**config.mk**
```make
export PLATFORM = sky130hd
export DESIGN_NAME = wb_rr_arbiter_flat
export DESIGN_NICKNAME = d
export VERILOG_FILES = /design/src/rtl/wb_rr_arbiter_if.sv /design/src/rtl/wb_rr_arbiter.sv /design/src/flat_wrapper.sv
export SDC_FILE = /design/constraint.sdc
export NUM_CORES = 1
export LEC_CHECK = 0
export BUFFER_PORTS_ARGS = -buffer_cell sky130_fd_sc_hd__buf_4
export CELL_PAD_IN_SITES_DETAIL_PLACEMENT = 1
export CELL_PAD_IN_SITES_GLOBAL_PLACEMENT = 1
export CORE_AREA = 2 2 172 174
export CTS_CLUSTER_DIAMETER = 200
export DETAILED_ROUTE_END_ITERATION = 12
export DIE_AREA = 0 0 174 176
export GPL_TIMING_DRIVEN = 0
export PLACE_DENSITY = 0.53
export SLEW_MARGIN = 25
export SYNTH_ARGS = -nofsm -noshare
export SYNTH_HDL_FRONTEND = slang
export SYNTH_SLANG_ARGS = --single-unit
```
**constraint.sdc**
```tcl
create_clock -name sys_clk -period 4.9 [get_ports sys_clk]
set_input_delay 0.98 -clock sys_clk [delete_from_list [all_inputs] [get_ports sys_clk]]
set_output_delay 0.98 -clock sys_clk [all_outputs]
set_load 0.1 [all_outputs]
```
**src/rtl/wb_rr_arbiter_if.sv**
```systemverilog
// Bus bundle for the four-master round-robin Wishbone arbiter.
// The slave modport is the arbiter's view; master is the environment's.
interface wb_rr_arbiter_if;
  logic [3:0]   m_cyc_i;
  logic [3:0]   m_stb_i;
  logic [3:0]   m_we_i;
  logic [127:0] m_adr_i;
  logic [127:0] m_dat_i;
  logic [15:0]  m_sel_i;
  logic [11:0]  m_cti_i;
  logic [31:0]  m_dat_o;
  logic [3:0]   m_ack_o;
  logic [3:0]   m_err_o;
  logic         s_cyc_o;
  logic         s_stb_o;
  logic         s_we_o;
  logic [31:0]  s_adr_o;
  logic [31:0]  s_dat_o;
  logic [3:0]   s_sel_o;
  logic [2:0]   s_cti_o;
  logic [31:0]  s_dat_i;
  logic         s_ack_i;
  logic [1:0]   grant_o;
  logic         timeout_o;

  modport slave (
    input  m_cyc_i, m_stb_i, m_we_i, m_adr_i,
    input  m_dat_i, m_sel_i, m_cti_i,
    input  s_dat_i, s_ack_i,
    output m_dat_o, m_ack_o, m_err_o,
    output s_cyc_o, s_stb_o, s_we_o, s_adr_o,
    output s_dat_o, s_sel_o, s_cti_o,
    output grant_o, timeout_o
  );

  modport master (
    output m_cyc_i, m_stb_i, m_we_i, m_adr_i,
    output m_dat_i, m_sel_i, m_cti_i,
    output s_dat_i, s_ack_i,
    input  m_dat_o, m_ack_o, m_err_o,
    input  s_cyc_o, s_stb_o, s_we_o, s_adr_o,
    input  s_dat_o, s_sel_o, s_cti_o,
    input  grant_o, timeout_o
  );
endinterface

```
**src/rtl/wb_rr_arbiter.sv**
```systemverilog
// Four-master round-robin Wishbone arbiter onto one shared slave,
// with a stall watchdog that aborts strobes the slave never acks.
module wb_rr_arbiter #(
  parameter int unsigned TIMEOUT = 1023
) (
  input logic           sys_clk,
  input logic           sys_rst,
  wb_rr_arbiter_if.slave bus
);

  localparam logic [15:0] TO = 16'(TIMEOUT);

  typedef enum logic {
    IDLE,
    GRANT
  } state_e;

  state_e      state_q, state_d;
  logic [1:0]  grant_q, grant_d;
  logic [1:0]  last_q, last_d;
  logic [15:0] cnt_q, cnt_d;

  logic [1:0]  win, idx;
  logic        found;

  logic        own_cyc, own_stb, own_we;
  logic [31:0] own_adr, own_dat;
  logic [3:0]  own_sel;
  logic [2:0]  own_cti;

  logic        stb, abort;
  logic        cyc_o, stb_o, we_o;
  logic [31:0] adr_o, dat_o;
  logic [3:0]  sel_o, ack_o, err_o;
  logic [2:0]  cti_o;

  // First requester after the previous owner wins.
  always_comb begin
    win   = last_q;
    idx   = last_q;
    found = 1'b0;
    for (int k = 1; k <= 4; k++) begin
      idx = last_q + 2'(k);
      if (!found && bus.m_cyc_i[idx]) begin
        win   = idx;
        found = 1'b1;
      end
    end
  end

  always_comb begin
    own_cyc = 1'b0;
    own_stb = 1'b0;
    own_we  = 1'b0;
    own_adr = '0;
    own_dat = '0;
    own_sel = '0;
    own_cti = '0;
    for (int n = 0; n < 4; n++) begin
      if (grant_q == 2'(n)) begin
        own_cyc = bus.m_cyc_i[n];
        own_stb = bus.m_stb_i[n];
        own_we  = bus.m_we_i[n];
        own_adr = bus.m_adr_i[32*n +: 32];
        own_dat = bus.m_dat_i[32*n +: 32];
        own_sel = bus.m_sel_i[4*n +: 4];
        own_cti = bus.m_cti_i[3*n +: 3];
      end
    end
  end

  always_comb begin
    state_d = state_q;
    grant_d = grant_q;
    last_d  = last_q;
    cnt_d   = cnt_q;
    stb     = 1'b0;
    abort   = 1'b0;
    cyc_o   = 1'b0;
    stb_o   = 1'b0;
    we_o    = 1'b0;
    adr_o   = '0;
    dat_o   = '0;
    sel_o   = '0;
    cti_o   = '0;
    ack_o   = '0;
    err_o   = '0;
    unique case (state_q)
      IDLE: begin
        if (|bus.m_cyc_i) begin
          state_d = GRANT;
          grant_d = win;
          last_d  = win;
          cnt_d   = '0;
        end
      end
      GRANT: begin
        stb   = own_cyc & own_stb;
        // A late ack in the abort cycle still completes the transfer.
        abort = stb & ~bus.s_ack_i & (cnt_q == TO);
        cyc_o = own_cyc & ~abort;
        stb_o = stb & ~abort;
        we_o  = own_we;
        adr_o = own_adr;
        dat_o = own_dat;
        sel_o = own_sel;
        cti_o = own_cti;
        ack_o[grant_q] = bus.s_ack_i;
        err_o[grant_q] = abort;
        if (bus.s_ack_i) begin
          cnt_d = '0;
        end else if (stb) begin
          cnt_d = cnt_q + 16'd1;
        end
        if (!own_cyc || abort) begin
          state_d = IDLE;
        end
      end
      default: state_d = IDLE;
    endcase
  end

  always_ff @(posedge sys_clk) begin
    if (sys_rst) begin
      state_q <= IDLE;
      grant_q <= 2'd0;
      last_q  <= 2'd3;
      cnt_q   <= '0;
    end else begin
      state_q <= state_d;
      grant_q <= grant_d;
      last_q  <= last_d;
      cnt_q   <= cnt_d;
    end
  end

  assign bus.s_cyc_o   = cyc_o;
  assign bus.s_stb_o   = stb_o;
  assign bus.s_we_o    = we_o;
  assign bus.s_adr_o   = adr_o;
  assign bus.s_dat_o   = dat_o;
  assign bus.s_sel_o   = sel_o;
  assign bus.s_cti_o   = cti_o;
  assign bus.m_ack_o   = ack_o;
  assign bus.m_err_o   = err_o;
  assign bus.m_dat_o   = bus.s_dat_i;
  assign bus.grant_o   = grant_q;
  assign bus.timeout_o = abort;

endmodule

```
**src/flat_wrapper.sv**
```systemverilog
// flat-port wrapper written by rule: the top's interface ports become plain ports
module wb_rr_arbiter_flat 
#(
  parameter int unsigned TIMEOUT = 1023
)
  (sys_clk, sys_rst, bus_m_cyc_i, bus_m_stb_i, bus_m_we_i, bus_m_adr_i, bus_m_dat_i, bus_m_sel_i, bus_m_cti_i, bus_s_dat_i, bus_s_ack_i, bus_m_dat_o, bus_m_ack_o, bus_m_err_o, bus_s_cyc_o, bus_s_stb_o, bus_s_we_o, bus_s_adr_o, bus_s_dat_o, bus_s_sel_o, bus_s_cti_o, bus_grant_o, bus_timeout_o);
  wb_rr_arbiter_if bus_i ();
  input logic sys_clk;
  input logic sys_rst;
  input wire logic [$bits(bus_i.m_cyc_i)-1:0] bus_m_cyc_i;
  input wire logic [$bits(bus_i.m_stb_i)-1:0] bus_m_stb_i;
  input wire logic [$bits(bus_i.m_we_i)-1:0] bus_m_we_i;
  input wire logic [$bits(bus_i.m_adr_i)-1:0] bus_m_adr_i;
  input wire logic [$bits(bus_i.m_dat_i)-1:0] bus_m_dat_i;
  input wire logic [$bits(bus_i.m_sel_i)-1:0] bus_m_sel_i;
  input wire logic [$bits(bus_i.m_cti_i)-1:0] bus_m_cti_i;
  input wire logic [$bits(bus_i.s_dat_i)-1:0] bus_s_dat_i;
  input wire logic [$bits(bus_i.s_ack_i)-1:0] bus_s_ack_i;
  output wire logic [$bits(bus_i.m_dat_o)-1:0] bus_m_dat_o;
  output wire logic [$bits(bus_i.m_ack_o)-1:0] bus_m_ack_o;
  output wire logic [$bits(bus_i.m_err_o)-1:0] bus_m_err_o;
  output wire logic [$bits(bus_i.s_cyc_o)-1:0] bus_s_cyc_o;
  output wire logic [$bits(bus_i.s_stb_o)-1:0] bus_s_stb_o;
  output wire logic [$bits(bus_i.s_we_o)-1:0] bus_s_we_o;
  output wire logic [$bits(bus_i.s_adr_o)-1:0] bus_s_adr_o;
  output wire logic [$bits(bus_i.s_dat_o)-1:0] bus_s_dat_o;
  output wire logic [$bits(bus_i.s_sel_o)-1:0] bus_s_sel_o;
  output wire logic [$bits(bus_i.s_cti_o)-1:0] bus_s_cti_o;
  output wire logic [$bits(bus_i.grant_o)-1:0] bus_grant_o;
  output wire logic [$bits(bus_i.timeout_o)-1:0] bus_timeout_o;
  assign bus_i.m_cyc_i = bus_m_cyc_i;
  assign bus_i.m_stb_i = bus_m_stb_i;
  assign bus_i.m_we_i = bus_m_we_i;
  assign bus_i.m_adr_i = bus_m_adr_i;
  assign bus_i.m_dat_i = bus_m_dat_i;
  assign bus_i.m_sel_i = bus_m_sel_i;
  assign bus_i.m_cti_i = bus_m_cti_i;
  assign bus_i.s_dat_i = bus_s_dat_i;
  assign bus_i.s_ack_i = bus_s_ack_i;
  assign bus_m_dat_o = bus_i.m_dat_o;
  assign bus_m_ack_o = bus_i.m_ack_o;
  assign bus_m_err_o = bus_i.m_err_o;
  assign bus_s_cyc_o = bus_i.s_cyc_o;
  assign bus_s_stb_o = bus_i.s_stb_o;
  assign bus_s_we_o = bus_i.s_we_o;
  assign bus_s_adr_o = bus_i.s_adr_o;
  assign bus_s_dat_o = bus_i.s_dat_o;
  assign bus_s_sel_o = bus_i.s_sel_o;
  assign bus_s_cti_o = bus_i.s_cti_o;
  assign bus_grant_o = bus_i.grant_o;
  assign bus_timeout_o = bus_i.timeout_o;
  wb_rr_arbiter #(.TIMEOUT(TIMEOUT)) u_core (.sys_clk(sys_clk), .sys_rst(sys_rst), .bus(bus_i));
endmodule
```
# == Yosys cells after proc, flatten, opt, wreduce, memory -nomap -nowiden ==
# Cells that the tools add are included.
# word_totals
mem_count,0
elab_cells,105
mem_bits_rw,0
ff_bits,21
latchBits,0
in_bits,331
output_inout_bits,117
romBits,0
# op_classes
mux,62
multipliers,0
n_div,0
bitwise,10
n_shift,0
reduce_logical,13
eq_ne,6
n_lt_le_gt_ge,6
n_addsub,4
# op_table
operator,n
32-bit 2-to-1 mux,10
16-bit 2-to-1 mux,3
16-bit one-hot mux with 2 select lines,1
4-bit 2-to-1 mux,7
1-bit 2-to-1 mux,26
"16-bit by 1-bit adder with 16-bit output, second input constant",1
"16-bit by 10-bit == test with 1-bit output, second input constant",1
"2-bit by 3-bit < comparator with 1-bit output, second input constant",5
3-bit 2-to-1 mux,5
4-bit AND,2
1-bit binary-select mux with 2-bit select,4
2-bit 2-to-1 mux,4
1-bit AND,5
"2-bit adder, second input constant",2
"2-bit == test, second input constant",2
1-bit logical AND,4
1-bit logical NOT,4
2-bit AND reduction,2
4-bit OR reduction,1
"3-bit != test, second input constant",1
1-bit NOT,3
"2-bit by 1-bit adder with 2-bit output, second input constant",1
1-bit demux with 2-bit select,1
"2-bit by 1-bit == test with 1-bit output, second input constant",1
other kinds (5),5

# == Logic depth before layout (Yosys ltp) ==
# Gate-level depths: netlist of the first run.
# depth
word_depth,13
mapped_depth,7

# == Least setup slack after synthesis of the first run ==
# No wires, ideal clock.
# synth_timing
path_type,register -> output
startpoint,register u_core.grant_q[1] (netlist: u_core.bus.grant_o[1])
endpoint,output bus_m_err_o[0]
arrival_ps,4130
path_slack_ps,-210
stages_incl_launch_ff,7
n_path_buf,1
required_time_ps,3920
cell_sequence,dfxtp_1 > buf_4 > nand4_1 > nand4_4 > nand2_4 > or3_1 > nor3_1
# synth_via
elab_chain_len,10
elab_cells_between_ends,22
cone_classes,order compare: 2; eq/ne: 3; mux: 11; bitwise: 4; reduce/logical: 2
# synth_lines
item,line_no,rtl
start: declaration,wb_rr_arbiter.sv:19,"logic [1:0] grant_q, grant_d;"
start signal: assignment,wb_rr_arbiter.sv:131,grant_q <= grant_d;
2-bit logical NOT,wb_rr_arbiter.sv:60,if (grant_q == 2'(n)) begin
1-bit 2-to-1 mux (4 in a row),wb_rr_arbiter.sv:60,
1-bit AND,wb_rr_arbiter.sv:98,stb = own_cyc & own_stb;
1-bit AND (2 in a row),wb_rr_arbiter.sv:100,abort = stb & ~bus.s_ack_i & (cnt_q == TO);
4-bit AND (no line) (*),-,
4-bit 2-to-1 mux (*),wb_rr_arbiter.sv:88,unique case (state_q)
end: declaration,flat_wrapper.sv:21,output wire logic [$bits(bus_i.m_err_o)-1:0] bus_m_err_o;
# Every way passes the cells marked *; elsewhere a longest branch is shown, timed or not.

# == Final worst setup path of the first run ==
# layout_timing
startpoint,input bus_m_cyc_i[3]
endpoint,output bus_m_err_o[0]
# layout_via
elab_chain_len,6
# layout_lines
item,line_no,rtl
start: declaration,flat_wrapper.sv:10,input wire logic [$bits(bus_i.m_cyc_i)-1:0] bus_m_cyc_i;
1-bit 2-to-1 mux,wb_rr_arbiter.sv:60,
1-bit AND,wb_rr_arbiter.sv:98,
1-bit AND (2 in a row),wb_rr_arbiter.sv:100,
4-bit AND (no line),-,
4-bit 2-to-1 mux,wb_rr_arbiter.sv:88,
# Every way passes these cells.

==> results.ini, run 1 <==
[timing]
finalCritPeriodShare_pct = 74.7
whs_ns = 0.482
rsz0062_at_grt = false
final.min_clock_period_ns = 3.66
hold_violations = 0
drv_slew = 0
worst_slew_pin_slew_ns = 1.03
setup_viol = 0
fmax_mhz = 273
finClkSkew_ns = 0.00157
fin_tns_setup_ns = 0
maxSlewHeadroom_pct = 31.3
layout_setup_ws_ns = 1.24

[synth]
avgSynthCellArea_um2 = 10.3
yosys_register_bits = 21
synth_commonest_cells = 73 x mux4_2, 72 x and2_1, 37 x buf_4
postSynthCellCount = 379
yosysSeqAreaShare_pct = 10.7
syn_nets = 711
async_flop_share_pct = 0
synth_area_leader_cell = mux4_2
yosysUniqueCellTypes = 54
synth_ff_type = dfxtp_1
yosysMostFrequentCell = mux4_2
yosys.area.top_type_share_pct = 42.0
synth.cell_area_mm2 = 0.00391
synth.area.top_cells = mux4_2 42%, and2_1 12%, dfxtp_1 11%
ys_warn_count = 0
synth-edff-count = 0

[power]
total_power_uw = 2110
ir_worst_vdd_uv = 99.7
power_density_mw_per_mm2 = 279
p_leak_uw = 0.00339

[clocking]
clkLatencyLatePin_ns = 0.26
post_cts_resized = 0
cts_sinks = 21
cts_buffers = 3
clockBufferDepth = 2
htreeDepth = 1
cts_tree = built
root_buffer = clkbuf_16
post_cts_buffers = 0
postCtsHoldBufs = 0
clk_pin_slew_ns = 0.06

[placement]
gp_congestion = 0.817
dp_slack_ns = 1.22
portBuffers = 413
dp_hpwl_um = 23300

[routing]
wire_per_inst_um = 22.6
ant_nets = 0
drtPass1Iterations = 4
drtIter0Drc = 242
drcViolationCount = 0
routed_wl_um = 26700
vias = 4929
vias_per_cell = 4.17

[global_routing]
grt_pass1_wl_um = 36200
grt_pass1_vias = 5098
grtUsageTotal_pct = 16.2
overflow = 0
grt_max_degree = 12
antenna_found_initial = 5

[cells_and_area]
finalNetCount = 1129
num-fill-cells = 3414
area.growth.synth_to_final_pct = 93.7
final_core_util_pct = 26.6
drive_above_1_share_pct = 70.4

[run_status]
status = completed

[die]
fp.dieW_um = 174
num_rows = 62
die_area_mm2 = 0.0306
die_y_um = 176
core_area_mm2 = 0.0285
floorplan.initialDensity_pct = 13.7
ios = 448

[worst_setup_path]
cp_slowest_cell = or3_1
cp_data_arrival_time_ns = 2.68
cp_max_fo = 8
path_cells = clkbuf_2 -> nand4_1 -> nand4_4 -> nand2_4 -> or3_1 -> nor3_2 -> buf_4
critical_path_class = primary input to primary output
cp-end-kind = primary output
slowest_delay_ns = 0.49
critical_path_required_ns = 3.92
critPathLaunchType = primary input

[worst_hold_path]
hp-class = flop to flop

[job]
cap_violations = 0

metrics by stage:
| step | cell area [µm²] | cells |
|---|---|---|
| floorplan | 3920 | 379 |
| global placement | 7500 | 1176 |
| detailed placement | 7500 | 1176 |
| CTS | 7580 | 1180 |
| global route | 7580 | 1180 |
| finish | 7580 | 1181 |
state kept, by name, summed over array words and instances (netlist names):
| signal | count |
|---|---|
| u_core.cnt_q | 16 |
| u_core.state_q | 1 |
| u_core.bus.grant_o | 2 |
| u_core.last_q | 2 |
layer usage:
layer	track usage [%]	up-vias	wire length, µm	share of wire, %
met5	0	-	23	0.086
met4	1.79	4	233	0.87
met2	29.8	201	14000	52
met1	19.6	2434	10600	40
met3	3.90	17	1860	7.0
li1	-	2273	-	-
worst max-delay path: cells and delay by family:
kind                   cells  cell delay [ns]
buffers and inverters      2             0.52
AND/OR/NAND/NOR            5             1.17
placed cells by master, fill, tap and decap left out, types with 3 or more instances in the layout:
cell type,instances
buf_4,450
mux4_2,73
and2_1,72
dfxtp_1,21
nand2_1,18
clkbuf_1,17
nor2_1,13
buf_2,12
nand3_1,12
a21oi_1,11
a31oi_1,11
a211oi_1,7
or3_1,5
inv_1,5
nand2b_1,4
nand4_1,3
nor2b_1,3
nor3_1,3
a41oi_1,3
a211oi_2,3
clkbuf_16,3
final timing paths:
| path | startpoint | to | slack (ns) | cells after the start |
|---|---|---|---|---|
| max | bus_m_cyc_i[3] | bus_m_err_o[0] | 1.24 | 7 |
| min | u_core.cnt_q[5] | u_core.cnt_q[5] | 0.48 | 1 |
| max reg2reg | u_core.bus.grant_o[1] | u_core.cnt_q[10] | 2.91 | 6 |
| min reg2reg | u_core.cnt_q[5] | u_core.cnt_q[5] | 0.48 | 1 |
kinds of logic (layout without fill, tap and decap cells):
logic type / Yosys count / after routing / share of synthesized area [%]
adder cells (fa/ha/maj): 1 / 1 / 0.320
AND/OR/NAND/NOR: 156 / 156 / 24.8
XOR/XNOR: 1 / 1 / 0.224
buffers and inverters: 74 / 491 / 11.4
flip-flops: 21 / 21 / 10.7
other: 0 / 1 / 0
AO/OA/AOI/OAI: 52 / 52 / 10.2
multiplexers: 74 / 74 / 42.3
where the power goes:
part / internal (µW) / switching, µW / leakage (µW)
clock: 111 / 71.7 / 0.0000382
combinational: 606 / 1140 / 0.00318
sequential: 178 / 7.33 / 0.000170
total: 895 / 1220 / 0.00339
area by class of cell:
type,instances,area (µm²),share of cell area [%]
repair buffers,413,3100,40.9
flip-flops and latches,21,420,5.55
diodes,1,2.50,0.0330
clock buffers,4,78.8,1.04
plain buffers,69,429,5.66
inverters,5,18.8,0.248
well taps,384,480,6.34
multi-input cells,284,3050,40.2
No activity file was read; power rests on OpenSTA's default activity.
==> run 2: changes to the inputs <==
ABC_AREA = 1   (was default)
CORE_AREA = 2 2 174 176   (was 2 2 172 174)
DIE_AREA = 0 0 176 178   (was 0 0 174 176)
PLACE_DENSITY = 0.61   (was 0.53)
clock period = 3 ns   (was 4.9 ns; I/O delays follow)
==> run 2 against run 1 <==
Area after synthesis is 5.1% higher. Cell count is 33% higher. Non-clock buffer count is 23 higher. Critical path depth stayed put. Count of clock-buffer cells in the layout is 1 lower. Cell area is 6.4% higher. Critical endpoint is now bus_s_dat_o[27]. Largest cell class unchanged. Largest power group unchanged. Highest routed layer is now met4.
==> results.ini, run 2 <==
[run_status]
status = completed

[power]
p_leak_uw = 0.00406  ; +20%
p_int_uw = 1950  ; +120%
power_frac_comb_pct = 90.3  ; +7.7 points
clockPowerShare_pct = 4.6  ; -4.1 points
ir_worst_vdd_uv = 217  ; +120%
power_density_mw_per_mm2 = 802  ; +190%
total_power_uw = 6470  ; +210%
seq_power_share_pct = 5.1  ; -3.7 points
sw_frac_of_total_pct = 69.9  ; +12 points
switchingPower_uw = 4520  ; +270%

[synth]
synth_commonest_cells = 155 x nand2_1, 107 x nand3_1, 95 x inv_1
yosys.area.top_type_share_pct = 14.2  ; -28 points
async_flop_share_pct = 0  ; unchanged
synth.cell_area_mm2 = 0.00411  ; +5.1%
syn_nets = 1089  ; +53%
synth.area.top_cells = nand2_1 14%, nand3_1 13%, dfxtp_1 10%
ys_warn_count = 0  ; unchanged
yosys_register_bits = 21  ; unchanged
synth_ff_type = dfxtp_1
yosysSeqAreaShare_pct = 10.2  ; -0.52 points
avgSynthCellArea_um2 = 5.43  ; -47%
yosysMostFrequentCell = nand2_1
yosysUniqueCellTypes = 32  ; -41%
synth-edff-count = 0  ; unchanged
synth_area_leader_cell = nand2_1
postSynthCellCount = 757  ; +100%

[clocking]
clkLatencyLatePin_ns = 0.26  ; about the same
cts_sinks = 21  ; unchanged
postCtsHoldBufs = 0  ; unchanged
clk_pin_slew_ns = 0.06  ; about the same
root_buffer = clkbuf_16
cts_tree = built
clockBufferDepth = 2  ; unchanged
htreeDepth = 1  ; unchanged
cts_buffers = 3  ; unchanged

[timing]
fmax_mhz = 349
final.min_clock_period_ns = 2.86
maxSlewHeadroom_pct = 41.4  ; +10 points
worst_slew_pin_slew_ns = 0.878  ; -0.152 ns
whs_ns = 0.503  ; +0.0211 ns
finClkSkew_ns = 0.00526  ; +0.00368 ns
setup_viol = 0  ; unchanged
fin_tns_setup_ns = 0  ; unchanged
drv_slew = 0  ; unchanged
finalCritPeriodShare_pct = 95.5
layout_setup_ws_ns = 0.136  ; -1.10 ns
hold_violations = 0  ; unchanged

[routing]
routed_wl_um = 29600  ; +11%
wire_per_inst_um = 18.9  ; -16%
vias_per_cell = 4.39  ; +5.2%
vias = 6881  ; +40%
drtIter0Drc = 251  ; +3.7%
drtPass1Iterations = 4  ; unchanged
ant_nets = 0  ; unchanged
drcViolationCount = 0  ; unchanged

[worst_hold_path]
hp-class = flop to flop

[global_routing]
overflow = 0  ; unchanged
grtUsageTotal_pct = 18.0  ; +1.8 points
grt_max_degree = 13  ; +1
grt_pass1_wl_um = 43300  ; +20%
antenna_found_initial = 0  ; -5
grt_pass1_vias = 7145  ; +40%

[cells_and_area]
final_common_cell = buf_4
finalNetCount = 1510  ; +34%
layout_common_cells = 448 x buf_4, 154 x nand2_1, 107 x nand3_1
area.growth.synth_to_final_pct = 96.2
num-fill-cells = 3829  ; +12%
largest_reg_flops = 16  ; unchanged
final_core_util_pct = 27.4  ; +0.88 points
largest-register = u_core.cnt_q
n_antenna_cell = 0  ; -1
drive_above_1_share_pct = 47.8  ; -23 points

[job]
cap_violations = 0  ; unchanged

[worst_setup_path]
critical_path_class = flop to primary output
cp_data_arrival_time_ns = 2.26  ; -0.42 ns
cp_max_fo = 10  ; +2
cp-end-kind = primary output
critical_path_required_ns = 2.40  ; -1.52 ns
critPathLaunchType = flop

[die]
num_rows = 63  ; +1.6%
floorplan.initialDensity_pct = 14.0  ; +0.27 points
core_area_mm2 = 0.0294  ; +3.0%
die_area_mm2 = 0.0313  ; +2.3%
fp.dieW_um = 176  ; +1.1%
ios = 448  ; unchanged
die_y_um = 178  ; +1.1%

[placement]
dp_hpwl_um = 25200  ; +8.4%
gp_congestion = 0.877  ; +7.3%
dp_slack_ns = 0.0422  ; -1.17 ns
portBuffers = 415  ; +0.48%

## run 2: cell count changes after synthesis, moves of 46 or more
cell / previous run / this run
nand3_1: 12 / 107
and2_1: 72 / 0
nand2_1: 18 / 155
mux4_2: 73 / 0
o21ai_0: 2 / 74
inv_1: 5 / 95
a21oi_1: 11 / 57
## run 2: logic make-up (layout without fill, tap and decap cells)
group	count (synthesis)	in the layout	share of synthesized area [%]
AO/OA/AOI/OAI	213	213	32.5
adder cells (fa/ha/maj)	1	1	0.304
buffers and inverters	198	618	22.5
flip-flops	21	21	10.2
AND/OR/NAND/NOR	324	324	34.5
## run 2: final timing paths
| check | from | to | slack (ns) | cells after the start |
|---|---|---|---|---|
| worst min register to register | u_core.cnt_q[3] | u_core.cnt_q[3] | 0.50 | 2 |
| worst min-delay path | u_core.cnt_q[3] | u_core.cnt_q[3] | 0.50 | 2 |
| worst max-delay path | u_core.bus.grant_o[0] | bus_s_dat_o[27] | 0.14 | 7 |
| worst max register to register | u_core.bus.grant_o[0] | u_core.cnt_q[10] | 1.28 | 11 |
## run 2: power groups by stage
stage / registers (µW) / clock network [µW] / logic (µW)
final: 332 / 296 / 5840
after global routing: 335 / 318 / 6220
after CTS: 333 / 302 / 5880
after detailed placement: 339 / 0 / 5860
after global placement: 338 / 0 / 5840
after floorplan: 407 / 0 / 4120
## run 2: what timing repair did
item / in CTS / in global routing
resized for setup: 6 / 22
pin swaps: 0 / 1
setup buffers: 0 / 1
endpoints found under the hold margin: 0 / 0
setup endpoints to repair: 46 / 26
## run 2: through the flow
step	instances	instance area (µm²)
floorplan	757	4320
global placement	1562	7920
detailed placement	1562	7920
CTS	1566	8010
global route	1567	8070
finish	1567	8070
## run 2: worst max-delay path, stage by stage (launching register included)
cell      delay, ns
dfxtp_2        0.35
buf_6          0.17
nor2_4         0.07
clkinv_2       0.15
clkbuf_1       0.47
o221ai_1       0.21
a21oi_2        0.29
buf_6          0.28
## run 2: area by class of cell
class	instances	area [µm²]	share of cell area [%]
Timing Repair Buffer	416	3130	38.8
Multi-Input combinational cell	538	2990	37.0
Buffer	89	542	6.72
Tap cell	390	488	6.05
Sequential cell	21	424	5.26
Inverter	109	414	5.13
Clock buffer	3	75.1	0.931
Clock inverter	1	5.00	0.0620
## run 2: layer usage
layer | global-route usage, % | routed length, µm | vias up | part of all wire (%)
li1 | - | - | 3384 | -
met1 | 21.7 | 12000 | 3231 | 41
met2 | 33.1 | 15000 | 250 | 51
met3 | 4.45 | 2240 | 16 | 7.6
met4 | 1.89 | 318 | 0 | 1.1
met5 | 0 | 0 | - | 0
